## src/rtl/clock_recovery_pkg.sv

```systemverilog
// Shared types and constants for the clock-recovery lock controller.
package clock_recovery_pkg;

  localparam int CR_W       = 24;
  localparam int CR_DEF_CFG = 7982;

  typedef enum logic [1:0] {
    ST_IDLE     = 2'd0,
    ST_ACQUIRE  = 2'd1,
    ST_LOCKED   = 2'd2,
    ST_HOLDOVER = 2'd3
  } cr_state_t;

  // Counter width able to hold values 0..n-1 (never below one bit).
  function automatic int cnt_w(input int n);
    return (n < 2) ? 1 : $clog2(n);
  endfunction

endpackage

```

## src/rtl/cr_tol_cmp.sv

```systemverilog
// Tolerance comparator: |a-b| <= TOL, with a measurement of zero rejected.
module cr_tol_cmp
  import clock_recovery_pkg::*;
#(
  parameter int W   = CR_W,
  parameter int TOL = 64
) (
  input  logic [W-1:0] a,
  input  logic [W-1:0] b,
  output logic         nonzero,
  output logic         match
);

  localparam logic [W:0] TOL_V = (W+1)'(TOL);

  logic [W:0] diff;

  // Absolute difference at W+1 bits so the subtraction can never wrap.
  always_comb begin
    if (a >= b) diff = {1'b0, a} - {1'b0, b};
    else        diff = {1'b0, b} - {1'b0, a};
    nonzero = |a;
    match   = nonzero && (diff <= TOL_V);
  end

endmodule

```

## src/rtl/clock_recovery_ctrl.sv

```systemverilog
// Lock acquisition / supervision for the recovered-clock divider period.
module clock_recovery_ctrl
  import clock_recovery_pkg::*;
#(
  parameter int W            = CR_W,
  parameter int DEF_CFG      = CR_DEF_CFG,
  parameter int TOL          = 64,
  parameter int LOCK_CNT     = 3,
  parameter int MISS_MAX     = 2,
  parameter int EDGE_TIMEOUT = 65536,
  parameter int HOLD_MAX     = 2000000
) (
  input  logic         sys_clk,
  input  logic         rst,
  input  logic         en,
  input  logic         edge_pulse,
  input  logic         meas_valid,
  input  logic [W-1:0] meas_val,
  output logic [W-1:0] div_cfg,
  output logic         div_load,
  output logic         locked,
  output logic [1:0]   state,
  output logic         lock_loss
);

  localparam int NUM_CMP = 2;
  localparam int MC_W    = cnt_w(LOCK_CNT + 1);
  localparam int MS_W    = cnt_w(MISS_MAX + 1);
  localparam int EC_W    = cnt_w(EDGE_TIMEOUT + 1);
  localparam int HC_W    = cnt_w(HOLD_MAX);

  localparam logic [W-1:0]    DEF_V     = W'(DEF_CFG);
  localparam logic [MC_W-1:0] LOCK_LAST = MC_W'(LOCK_CNT - 1);
  localparam logic [MS_W-1:0] MISS_LAST = MS_W'(MISS_MAX - 1);
  localparam logic [EC_W-1:0] EDGE_LAST = EC_W'(EDGE_TIMEOUT - 1);
  localparam logic [EC_W-1:0] EDGE_TOP  = EC_W'(EDGE_TIMEOUT);
  localparam logic [HC_W-1:0] HOLD_LAST = HC_W'(HOLD_MAX - 1);

  cr_state_t       st_q, st_d;
  logic [W-1:0]    meas_ref, ref_d;
  logic [MC_W-1:0] match_cnt, mc_d;
  logic [MS_W-1:0] miss_cnt, ms_d;
  logic [EC_W-1:0] edge_cnt, ec_d;
  logic [HC_W-1:0] hold_cnt, hc_d;
  logic [W-1:0]    cfg_d;
  logic            load_d, locked_d, loss_d;

  // Comparator 0 checks against the acquisition reference, 1 against the live period.
  logic [NUM_CMP-1:0][W-1:0] cmp_b;
  logic [NUM_CMP-1:0]        cmp_nz, cmp_hit;
  logic                      meas_nz, hit_ref, hit_cfg;

  assign cmp_b = {div_cfg, meas_ref};

  generate
    for (genvar gi = 0; gi < NUM_CMP; gi++) begin : g_cmp
      cr_tol_cmp #(.W(W), .TOL(TOL)) u_cmp (
        .a       (meas_val),
        .b       (cmp_b[gi]),
        .nonzero (cmp_nz[gi]),
        .match   (cmp_hit[gi])
      );
    end
  endgenerate

  // Both comparators see the same measurement, so their zero flags agree.
  assign meas_nz = &cmp_nz;
  assign hit_ref = cmp_hit[0];
  assign hit_cfg = cmp_hit[1];
  assign state   = st_q;

  // Next-state, counter and output decode; disable overrides every state.
  always_comb begin
    st_d   = st_q;
    ref_d  = meas_ref;
    mc_d   = match_cnt;
    ms_d   = miss_cnt;
    ec_d   = edge_cnt;
    hc_d   = hold_cnt;
    cfg_d  = div_cfg;
    load_d = 1'b0;
    loss_d = 1'b0;
    if (!en) begin
      st_d = ST_IDLE;
    end else begin
      case (st_q)
        ST_IDLE: begin
          st_d   = ST_ACQUIRE;
          cfg_d  = DEF_V;
          load_d = 1'b1;
          mc_d   = '0;
        end
        ST_ACQUIRE: begin
          if (meas_valid) begin
            if (!meas_nz) begin
              mc_d = '0;
            end else if (match_cnt == '0 || !hit_ref) begin
              ref_d = meas_val;
              mc_d  = MC_W'(1);
            end else if (match_cnt >= LOCK_LAST) begin
              st_d   = ST_LOCKED;
              cfg_d  = meas_val;
              load_d = 1'b1;
              mc_d   = '0;
              ms_d   = '0;
              ec_d   = '0;
            end else begin
              mc_d = match_cnt + 1'b1;
            end
          end
        end
        ST_LOCKED: begin
          if (edge_pulse)                ec_d = '0;
          else if (edge_cnt != EDGE_TOP) ec_d = edge_cnt + 1'b1;
          // Edge starvation is checked first so it wins over a good measurement.
          if (!edge_pulse && edge_cnt >= EDGE_LAST) begin
            st_d   = ST_HOLDOVER;
            loss_d = 1'b1;
            hc_d   = '0;
          end else if (meas_valid) begin
            if (hit_cfg) begin
              ms_d   = '0;
              cfg_d  = meas_val;
              load_d = (meas_val != div_cfg);
            end else if (miss_cnt >= MISS_LAST) begin
              st_d   = ST_HOLDOVER;
              loss_d = 1'b1;
              hc_d   = '0;
            end else begin
              ms_d = miss_cnt + 1'b1;
            end
          end
        end
        ST_HOLDOVER: begin
          hc_d = hold_cnt + 1'b1;
          // A good measurement beats expiry on the same cycle.
          if (meas_valid && hit_cfg) begin
            st_d   = ST_LOCKED;
            ms_d   = '0;
            ec_d   = '0;
            cfg_d  = meas_val;
            load_d = (meas_val != div_cfg);
          end else if (hold_cnt >= HOLD_LAST) begin
            st_d   = ST_ACQUIRE;
            cfg_d  = DEF_V;
            load_d = 1'b1;
            mc_d   = '0;
          end
        end
        default: st_d = ST_IDLE;
      endcase
    end
    locked_d = (st_d == ST_LOCKED);
  end

  // State, counters and all outputs are registered; reset wins over any strobe.
  always_ff @(posedge sys_clk) begin
    if (rst) begin
      st_q      <= ST_IDLE;
      meas_ref  <= '0;
      match_cnt <= '0;
      miss_cnt  <= '0;
      edge_cnt  <= '0;
      hold_cnt  <= '0;
      div_cfg   <= DEF_V;
      div_load  <= 1'b0;
      locked    <= 1'b0;
      lock_loss <= 1'b0;
    end else begin
      st_q      <= st_d;
      meas_ref  <= ref_d;
      match_cnt <= mc_d;
      miss_cnt  <= ms_d;
      edge_cnt  <= ec_d;
      hold_cnt  <= hc_d;
      div_cfg   <= cfg_d;
      div_load  <= load_d;
      locked    <= locked_d;
      lock_loss <= loss_d;
    end
  end

endmodule

```

## config.mk

```make
export PLATFORM = sky130hd
export DESIGN_NAME = clock_recovery_ctrl
export DESIGN_NICKNAME = d
export VERILOG_FILES = /design/src/rtl/clock_recovery_pkg.sv /design/src/rtl/cr_tol_cmp.sv /design/src/rtl/clock_recovery_ctrl.sv
export SDC_FILE = /design/constraint.sdc
export NUM_CORES = 1
export LEC_CHECK = 0
export ABC_AREA = 1
export CORE_MARGIN = 1.5
export CORE_UTILIZATION = 55
export CTS_BUF_LIST = sky130_fd_sc_hd__clkbuf_16
export CTS_CLUSTER_SIZE = 16
export DETAILED_ROUTE_END_ITERATION = 10
export GPL_TIMING_DRIVEN = 0
export PLACE_DENSITY = 0.84
export SYNTH_ARGS = -nofsm -noshare
export SYNTH_HDL_FRONTEND = slang
export SYNTH_HIERARCHICAL = 1
export SYNTH_SLANG_ARGS = --single-unit
```

## constraint.sdc

```tcl
create_clock -name sys_clk -period 4.6 [get_ports sys_clk]
set_input_delay 0.92 -clock sys_clk [delete_from_list [all_inputs] [get_ports sys_clk]]
set_output_delay 0.92 -clock sys_clk [all_outputs]
set_load 0.1 [all_outputs]
```

After elaboration in Yosys (flattened, before gate mapping):

Cells that the tools add are included.

* memories kept: 0
* bits in registers: 95
* bits in read-only memories: 0
* latch bits: 0
* RAM bits: 0
* word-level logic and storage cells: 139

* multipliers: 0
* divide/modulo/power cells: 0
* reduce and logical (&&, ||, !) cells: 21
* equality and inequality tests: 22
* order comparisons: 8
* bitwise operators: 2
* mux-type cells: 68
* shifts and indexed selects: 0
* add/subtract/negate cells: 8

Operator list (count)
* two-way mux 24 bit: 9
* two-way mux 17 bit: 7
* subtractor 24 x 24 -> 25 bit: 4
* case mux 24 bit (4 select lines): 1
* two-way mux 21 bit: 4
* two-way mux 2 bit: 26
* case mux 17 bit (3 select lines): 1
* less-or-equal comparator 25 x 7 -> 1 bit, second input constant: 2
* two-way mux 25 bit: 2
* >= comparator 24 bit: 2
* case mux 21 bit (2 select lines): 1
* inequality test 24 bit: 1
* OR reduction 24 bit: 1
* adder 21 x 1 -> 21 bit, second input constant: 1
* >= comparator 21 bit, second input constant: 1
* inequality test 2 bit, second input constant: 9
* inequality test 3 bit, second input constant: 6
* adder 17 x 1 -> 17 bit, second input constant: 1
* >= comparator 17 x 16 -> 1 bit, second input constant: 1
* inequality test 17 bit, second input constant: 1
* AND reduction 5 bit: 3
* two-way mux 1 bit: 13
* case mux 2 bit (3 select lines): 2
* AND reduction 10 bit: 1
* 19 further kinds: 29

Logic depth before layout (Yosys ltp):

* depth after elaboration: 12
* gate-level depth with buffers: 32
* depth with buffers taken out: 30

By module:

The synthesis kept the hierarchy.

By module, submodules not included
* cr_tol_cmp: area an instance 3634.7 um^2, instances 2, cells an instance 745, sequential area each 0.0 um^2
* clock_recovery_ctrl: area an instance 5501.5 um^2, instances 1, cells an instance 865, sequential area each 1901.8 um^2

Worst setup path before layout:

No wires, ideal clock.

* kind: reg-to-reg
* from: register div_cfg[8]
* to: register edge_cnt[12]
* data arrival time: 3876 ps
* stages on the path, launching flop included: 28
* buffers on the path: 4
* slack: 606 ps
* period minus slack after synthesis: 3994 ps
* library setup time: 118 ps
* path through: dfxtp_1 -> ha_1 -> buf_2 -> nand2_2 -> inv_2 -> a21oi_2 -> nand3_2 -> nand2_2 -> inv_2 -> nor2_4 -> buf_6 -> nand2_1 -> nand2_1 -> inv_1 -> nor2_1 -> nand2_1 -> nor2_1 -> nand2_1 -> nor2_2 -> nand2_1 -> nand2_1 -> nand2_1 -> nor3_1 -> nand2_1 -> buf_4 -> buf_4 -> nor3_1 -> nor2_1

* word-level cells in the longest chain between the ends: 7
* elaborated cells on any way between the ends: 9
* those cells by class: add/sub (2); order compare (2); eq/ne (1); mux (1); reduce/logical (3)

RTL lines
* start, declared: line clock_recovery_ctrl.sv:19 `output logic [W-1:0] div_cfg,`
* start signal, assigned: line clock_recovery_ctrl.sv:176 `div_cfg <= cfg_d;`
* subtractor 24 x 24 -> 25 bit, or another cell as far along: line cr_tol_cmp.sv:21 `else diff = {1'b0, b} - {1'b0, a};`
* two-way mux 25 bit *: line cr_tol_cmp.sv:20 `if (a >= b) diff = {1'b0, a} - {1'b0, b};`
* less-or-equal comparator 25 x 7 -> 1 bit *: line cr_tol_cmp.sv:23 `match = nonzero && (diff <= TOL_V);`
* logical AND 1 bit *: line cr_tol_cmp.sv:23
* named net hit_cfg: line clock_recovery_ctrl.sv:51 `logic meas_nz, hit_ref, hit_cfg;`
* logical AND 1 bit *: line clock_recovery_ctrl.sv:137 `if (meas_valid && hit_cfg) begin`
* inequality test 2 bit (no source line) *
* AND reduction 8 bit (no source line) *
* end signal, assigned: line clock_recovery_ctrl.sv:163 `edge_cnt <= '0;`
* end signal, assigned: line clock_recovery_ctrl.sv:174 `edge_cnt <= ec_d;`
* end, declared: line clock_recovery_ctrl.sv:43 `logic [EC_W-1:0] edge_cnt, ec_d;`

The timed path passes the listed nets; every way through them passes the cells marked *.
A chain may end at the register's enable or synchronous reset.

Final worst setup path:

* from: input meas_val[13]
* to: register div_cfg[17]

* word-level cells in the longest chain between the ends: 8
* elaborated cells on any way between the ends: 23
* those cells by class: add/sub (4); order compare (4); eq/ne (4); mux (4); reduce/logical (7)

RTL lines
* start, declared: line clock_recovery_ctrl.sv:18 `input logic [W-1:0] meas_val,`
* subtractor 24 x 24 -> 25 bit, or another cell as far along: line cr_tol_cmp.sv:21
* two-way mux 25 bit: line cr_tol_cmp.sv:20
* less-or-equal comparator 25 x 7 -> 1 bit: line cr_tol_cmp.sv:23
* logical AND 1 bit *: line cr_tol_cmp.sv:23
* named net hit_ref: line clock_recovery_ctrl.sv:51
* zero test 1 bit *: line clock_recovery_ctrl.sv:97 `end else if (match_cnt == '0 || !hit_ref) begin`
* logical OR 1 bit *: line clock_recovery_ctrl.sv:97
* inequality test 2 bit (no source line) *
* AND reduction 9 bit (no source line) *

Marks and branches as above.

==> impl_metrics.tcl <==
set metrics [dict create \
    outcome "finished clean" \
    cts_tree "yes" \
    rows 55 \
    tightest_slew_ns 1.010 \
    firstDrtPassIters 6 \
    async_flop_share_pct 0 \
    htree_levels 3 \
    dpl.hpwl_mm 33.85 \
    finalSetupViolCount 0 \
    cts.clk_slew.worst_paths_ns 0.08 \
    relSlewSlack_pct 32.43 \
    synth_edf_count 0 \
    track_usage_pct 34.52 \
    ys_seq_area_share_pct 14.89 \
    drive_gt1_share_pct 12.33 \
    root_buffer "clkbuf_16" \
    p_leak_nw 7.502 \
    fp.dieW_um 155.4 \
    antenna_cells 0 \
    cts_made_buffers 9 \
    yosys.cell_types.count 41 \
    start_util_pct 56.24 \
    synthesis.nets 2490 \
    place_inst 2696 \
    core_um2 22710 \
    drt_first_iter_violations 1492 \
    min_path_type "reg2reg" \
    setup_slack_ns 0.08834 \
    syn_area_per_cell_um2 5.423 \
    viasPerCell 5.538 \
    synthFlopType "dfxtp_1" \
    antenna_found_initial 0 \
    start_kind "input port" \
    drt-wirelength-per-cell_um 15.76 \
    cp.required_ns 4.87 \
    fin_cells 2727 \
    fp.dieArea_um2 24140 \
    ys_warn_count 6 \
    skew_ns 0.01833 \
    drtAntennaViolNets 0 \
    fin_nets 2572 \
    synth_top_area_cell "nand2_1" \
    cts.path.max_buffers 2 \
    path_class "in2reg" \
    worstSetupEndpointType "register" \
    ir_drop_mv 0.1878 \
    insertion_delay_ns 0.36 \
    ios 58 \
    drc 0 \
    synthTopCellsByArea "nand2_1 23%, dfxtp_1 15%, inv_1 12%" \
    placed_area_um2 13690 \
    final_area_um2 14980 \
    overflow 0 \
    vias 15101 \
    drv_slew 0 \
    drt_wl_total_mm 42.98 \
    dp_slack_ns -1.273 \
    grt_start_max_net_pins 18 \
    hold_viol 0 \
    period_minus_slack_ns 4.512 \
    worstPathMaxFanout 10 \
    cap_violations 0 \
    ys_ff_latch 95 \
    fin_crit_sh_pct 98.08 \
    cts_sinks 95 \
    grt_pass1_wl_mm 67.13 \
    synth_common_cells "792 x nand2_1, 415 x inv_1, 228 x nor2_1" \
    synthCells 2355 \
    portBuffers 56 \
    worstPathArrival_ns 4.78 \
    power_density_nw_per_um2 213.1 \
    fillers 2178 \
    yosysMostFrequentCell "nand2_1" \
    grt_pass1_vias 13358 \
    area_delta_synth_final_pct 17.28 \
    netlist_area_um2 12770 \
    max_freq_mhz 221.6 \
    synth.top_cell.area_share_pct 23.28 \
    cts_hold_buf 0 \
    gp_congestion 1.067 \
    fp.dieH_um 155.4 \
    whs_ns 0.4672 \
]
## per-layer routing
metal	global-route usage, %	up-vias	routed length [µm]
met5	0	-	0
met4	10.43	0	1116
met3	6.379	85	4356
met2	55.23	707	19060
met1	46.99	6817	18450
li1	-	7492	-
## path summary, 6_finish.rpt
path / start / end / slack, ns / cells past startpoint
worst max-delay path: meas_val[13] / div_cfg[17] / 0.09 / 26
worst min-delay path: edge_cnt[15] / edge_cnt[15] / 0.47 / 2
worst max register to register: div_cfg[6] / div_cfg[17] / 0.37 / 27
worst min register to register: edge_cnt[15] / edge_cnt[15] / 0.47 / 2
## cell families (layout without fill, tap and decap cells)
kind of cell / after synthesis / count (layout) / share of synthesized area (%)
AND/OR/NAND/NOR: 1358 / 1358 / 45.12
adder cells (fa/ha/maj): 106 / 106 / 10.39
XOR/XNOR: 42 / 42 / 2.880
AO/OA/AOI/OAI: 276 / 276 / 11.83
buffers and inverters: 478 / 565 / 14.89
flip-flops: 95 / 95 / 14.89
## layout by cell type (no fill, tap or decap), types with 13 or more instances in the layout
| cell | n |
|---|---|
| nand2_1 | 754 |
| inv_1 | 410 |
| nor2_1 | 204 |
| nand3_1 | 175 |
| a21oi_1 | 149 |
| dfxtp_1 | 95 |
| o21ai_0 | 69 |
| ha_1 | 68 |
| nand2_2 | 58 |
| nand4_1 | 49 |
| nor2_4 | 34 |
| xor2_1 | 33 |
| clkdlybuf4s50_1 | 32 |
| buf_4 | 29 |
| ha_4 | 29 |
| nor3_1 | 21 |
| o21bai_1 | 21 |
| inv_2 | 19 |
| buf_2 | 15 |
| buf_6 | 13 |
| nand2_4 | 13 |
## where the power goes
part	internal (W)	total, W	switching (W)
Sequential	0.000850	0.000903	0.0000535
Clock	0.000373	0.000729	0.000356
Combinational	0.000521	0.00156	0.00104
Total	0.00174	0.00319	0.00145
## layout make-up
| class | count | area [µm²] | share of cell area [%] |
|---|---|---|---|
| plain buffers | 46 | 314.1 | 2.097 |
| multi-input cells | 1782 | 9881 | 65.97 |
| flip-flops and latches | 95 | 1902 | 12.70 |
| clock inverters | 7 | 53.80 | 0.3592 |
| inverters | 430 | 1615 | 10.78 |
| repair buffers | 73 | 630.6 | 4.210 |
| clock buffers | 9 | 225.2 | 1.504 |
| well taps | 285 | 356.6 | 2.381 |
## flip-flops by register name, summed over array words and instances (netlist names)
register	flops
div_cfg	24
meas_ref	24
hold_cnt	21
edge_cnt	17
match_cnt	2
miss_cnt	2
state	2
div_load	1
lock_loss	1
locked	1
## metrics by stage
step,setup TNS (ns),util (%),total power (W)
after floorplan,0,-,0.001893
after global placement,-85.29,60.28,0.002237
after detailed placement,-89.17,60.28,0.002252
after CTS,0,62.28,0.003004
after global routing,-0.5874,65.96,0.003378
final,0,65.96,0.003191
## worst max-delay path, stage by stage
cell      delay, ns
clkbuf_4       0.18
inv_1          0.08
ha_2           0.42
nand2_2        0.12
nor2_4         0.16
nand2_1        0.12
nor2_4         0.11
nand3_2        0.15
nand3_2        0.14
nor2_4         0.08
buf_2          0.16
nand2_1        0.07
nand2_1        0.09
nor2_2         0.16
nand3_1        0.09
nor2_1         0.14
nand2_2        0.12
nor2_4         0.18
o21a_1         0.19
nor2_1         0.05
inv_1          0.08
nand4_1        0.13
a21oi_4        0.33
buf_4          0.25
a21oi_1        0.08
nor2_1         0.17
## timing repair
| item | in CTS | in global routing |
|---|---|---|
| gates cloned | 0 | 2 |
| gates resized for setup | 142 | 235 |
| setup endpoints to repair | 94 | 68 |
| pin swaps | 2 | 24 |
| hold endpoints to repair | 0 | 0 |
| buffers inserted | 1 | 14 |
No activity file was read; power rests on OpenSTA's default activity.
==> edit: new RTL, same flow settings <==
Add an input register stage for `en`, `edge_pulse`, `meas_valid` and `meas_val`, with the module's reset; this delays them by one clock.
--- a/src/rtl/clock_recovery_ctrl.sv
+++ b/src/rtl/clock_recovery_ctrl.sv
@@ -38,2 +38,21 @@
 
+  logic en_q;
+  logic edge_pulse_q;
+  logic meas_valid_q;
+  logic [W-1:0] meas_val_q;
+
+  always_ff @(posedge sys_clk) begin
+    if (rst) begin
+      en_q         <= '0;
+      edge_pulse_q <= '0;
+      meas_valid_q <= '0;
+      meas_val_q   <= '0;
+    end else begin
+      en_q         <= en;
+      edge_pulse_q <= edge_pulse;
+      meas_valid_q <= meas_valid;
+      meas_val_q   <= meas_val;
+    end
+  end
+
   cr_state_t       st_q, st_d;
@@ -57,3 +76,3 @@
       cr_tol_cmp #(.W(W), .TOL(TOL)) u_cmp (
-        .a       (meas_val),
+        .a       (meas_val_q),
         .b       (cmp_b[gi]),
@@ -82,3 +101,3 @@
     loss_d = 1'b0;
-    if (!en) begin
+    if (!en_q) begin
       st_d = ST_IDLE;
@@ -93,3 +112,3 @@
         ST_ACQUIRE: begin
-          if (meas_valid) begin
+          if (meas_valid_q) begin
             if (!meas_nz) begin
@@ -97,3 +116,3 @@
             end else if (match_cnt == '0 || !hit_ref) begin
-              ref_d = meas_val;
+              ref_d = meas_val_q;
               mc_d  = MC_W'(1);
@@ -101,3 +120,3 @@
               st_d   = ST_LOCKED;
-              cfg_d  = meas_val;
+              cfg_d  = meas_val_q;
               load_d = 1'b1;
@@ -112,6 +131,6 @@
         ST_LOCKED: begin
-          if (edge_pulse)                ec_d = '0;
+          if (edge_pulse_q)                ec_d = '0;
           else if (edge_cnt != EDGE_TOP) ec_d = edge_cnt + 1'b1;
           // Edge starvation is checked first so it wins over a good measurement.
-          if (!edge_pulse && edge_cnt >= EDGE_LAST) begin
+          if (!edge_pulse_q && edge_cnt >= EDGE_LAST) begin
             st_d   = ST_HOLDOVER;
@@ -119,7 +138,7 @@
             hc_d   = '0;
-          end else if (meas_valid) begin
+          end else if (meas_valid_q) begin
             if (hit_cfg) begin
               ms_d   = '0;
-              cfg_d  = meas_val;
-              load_d = (meas_val != div_cfg);
+              cfg_d  = meas_val_q;
+              load_d = (meas_val_q != div_cfg);
             end else if (miss_cnt >= MISS_LAST) begin
@@ -136,3 +155,3 @@
           // A good measurement beats expiry on the same cycle.
-          if (meas_valid && hit_cfg) begin
+          if (meas_valid_q && hit_cfg) begin
             st_d   = ST_LOCKED;
@@ -140,4 +159,4 @@
             ec_d   = '0;
-            cfg_d  = meas_val;
-            load_d = (meas_val != div_cfg);
+            cfg_d  = meas_val_q;
+            load_d = (meas_val_q != div_cfg);
           end else if (hold_cnt >= HOLD_LAST) begin
Behaviour: not the same (a bounded check fails within 4 cycles, from zero or initial values and one cycle with rst high).
==> edit against the unedited design <==
- setup slack better by 0.11 ns
- area after synthesis is 4.9% higher
- wire length is 1.1% higher
- total power is 9.6% higher
- clock power is 80% higher
- final area is 0.60% higher
- first-iteration DRC count is 5.5% higher
- count of clock-buffer cells in the layout is 8 higher
- sequential cell count is 27 higher
- largest cell class unchanged
- highest routed layer unchanged
==> edit: results (changes against the unedited design) <==
- Status: finished, final reports clean
- Cell mode on critical path: sky130_fd_sc_hd__nand2_1
- Global-route track usage on met2: 0.547 (-0.00505)
- Number of inserted filler cells in the final layout: 2308 (+6.0%)
- Pre-Repair DR Iteration Count: 5 (-1)
- Reported leakage power: 7.66 nW (+2.1%)
- Slowest stage cell, crit path: sky130_fd_sc_hd__dfxtp_2
- Adder and majority gate portion of the synthesized area: 0.0990 (-0.00488)
- Post-route worst setup slack: 0.198 ns (+0.110 ns)
- # resized after CTS: 13 (-91%)
- Clock transition at path regs: 0.06 ns (-0.02 ns)
- Detailed route wirelength on metal2: 19500 um (+2.3%)
- Post-placement worst setup slack: -0.0773 ns (+1.20 ns)
- Worst-case reg-to-reg path depth: 26 (-3.7%)
- First-pass GRT wire length: 69100 um (+2.9%)
- Worst clock skew: 0.0109 ns (-0.00746 ns)
- HPWL after detailed placement: 34900 um (+3.1%)
- Wire length the detailed router placed on met1: 18700 um (+1.4%)
- Vias in the first global route: 13817 (+3.4%)
- Number of standard cells in the final layout excluding fillers: 2800 (+2.7%)
- Global-route met3 utilization: 0.0362 (-0.0276)
- Number of buffers added for setup after CTS: 0 (-1)
- Global placer's final weighted congestion: 0.979 (-8.2%)
- Skew-Pair Late Insertion Delay: 0.42 ns (+0.06 ns)
- Longest individual stage delay on the worst path: 0.47 ns (+0.05 ns)
- Sw power: 1.32 mW (-9.1%)
- Net Count, Synth: 2528 (+1.5%)
- Number of logic inverters in the finished layout: 456 (+6.0%)
- Top post-synthesis cells by count: 785 x sky130_fd_sc_hd__nand2_1, 443 x sky130_fd_sc_hd__inv_1, 226 x sky130_fd_sc_hd__nor2_1
- Deepest level of the CTS H-tree: 4 (+1)
- Final Routed Wirelength: 43400 um (+1.1%)
- Overall Global Routing Usage: 0.336 (-0.00904)
- Largest registers: div_cfg: 24 flops, meas_ref: 24 flops, meas_val_q: 24 flops
- Count of multi-input gates: 1768 (-0.79%)
- Met1 Track Usage GR: 0.464 (-0.00578)
- Final non-clock buffer share: 0.0555 (-0.00760)
==> edit: cell count changes after synthesis, sizes merged, moves of 3 or more <==
cell,before,now
or2,1,8
nand2,827,818
inv,429,456
nand3,187,165
nand4,49,69
o21ai,76,69
xor2,33,29
xnor2,9,13
dfxtp,95,122
buf,35,29
clkbuf,13,18
nor3,26,20
nor2,250,247
==> edit: path summary, 6_finish.rpt <==
kind	to	slack, ns	from
hold / removal	meas_ref[10]	0.48	meas_ref[10]
setup / recovery	edge_cnt[10]	0.20	meas_val_q[17]
hold reg to reg	meas_ref[10]	0.48	meas_ref[10]
setup reg to reg	edge_cnt[10]	0.20	meas_val_q[17]
==> edit: logic make-up after synthesis <==
| group | count (synthesis) |
|---|---|
| AO/OA/AOI/OAI | 275 |
| buffers and inverters | 503 |
| XOR/XNOR | 42 |
| AND/OR/NAND/NOR | 1345 |
| flip-flops | 122 |
| adder cells (fa/ha/maj) | 106 |
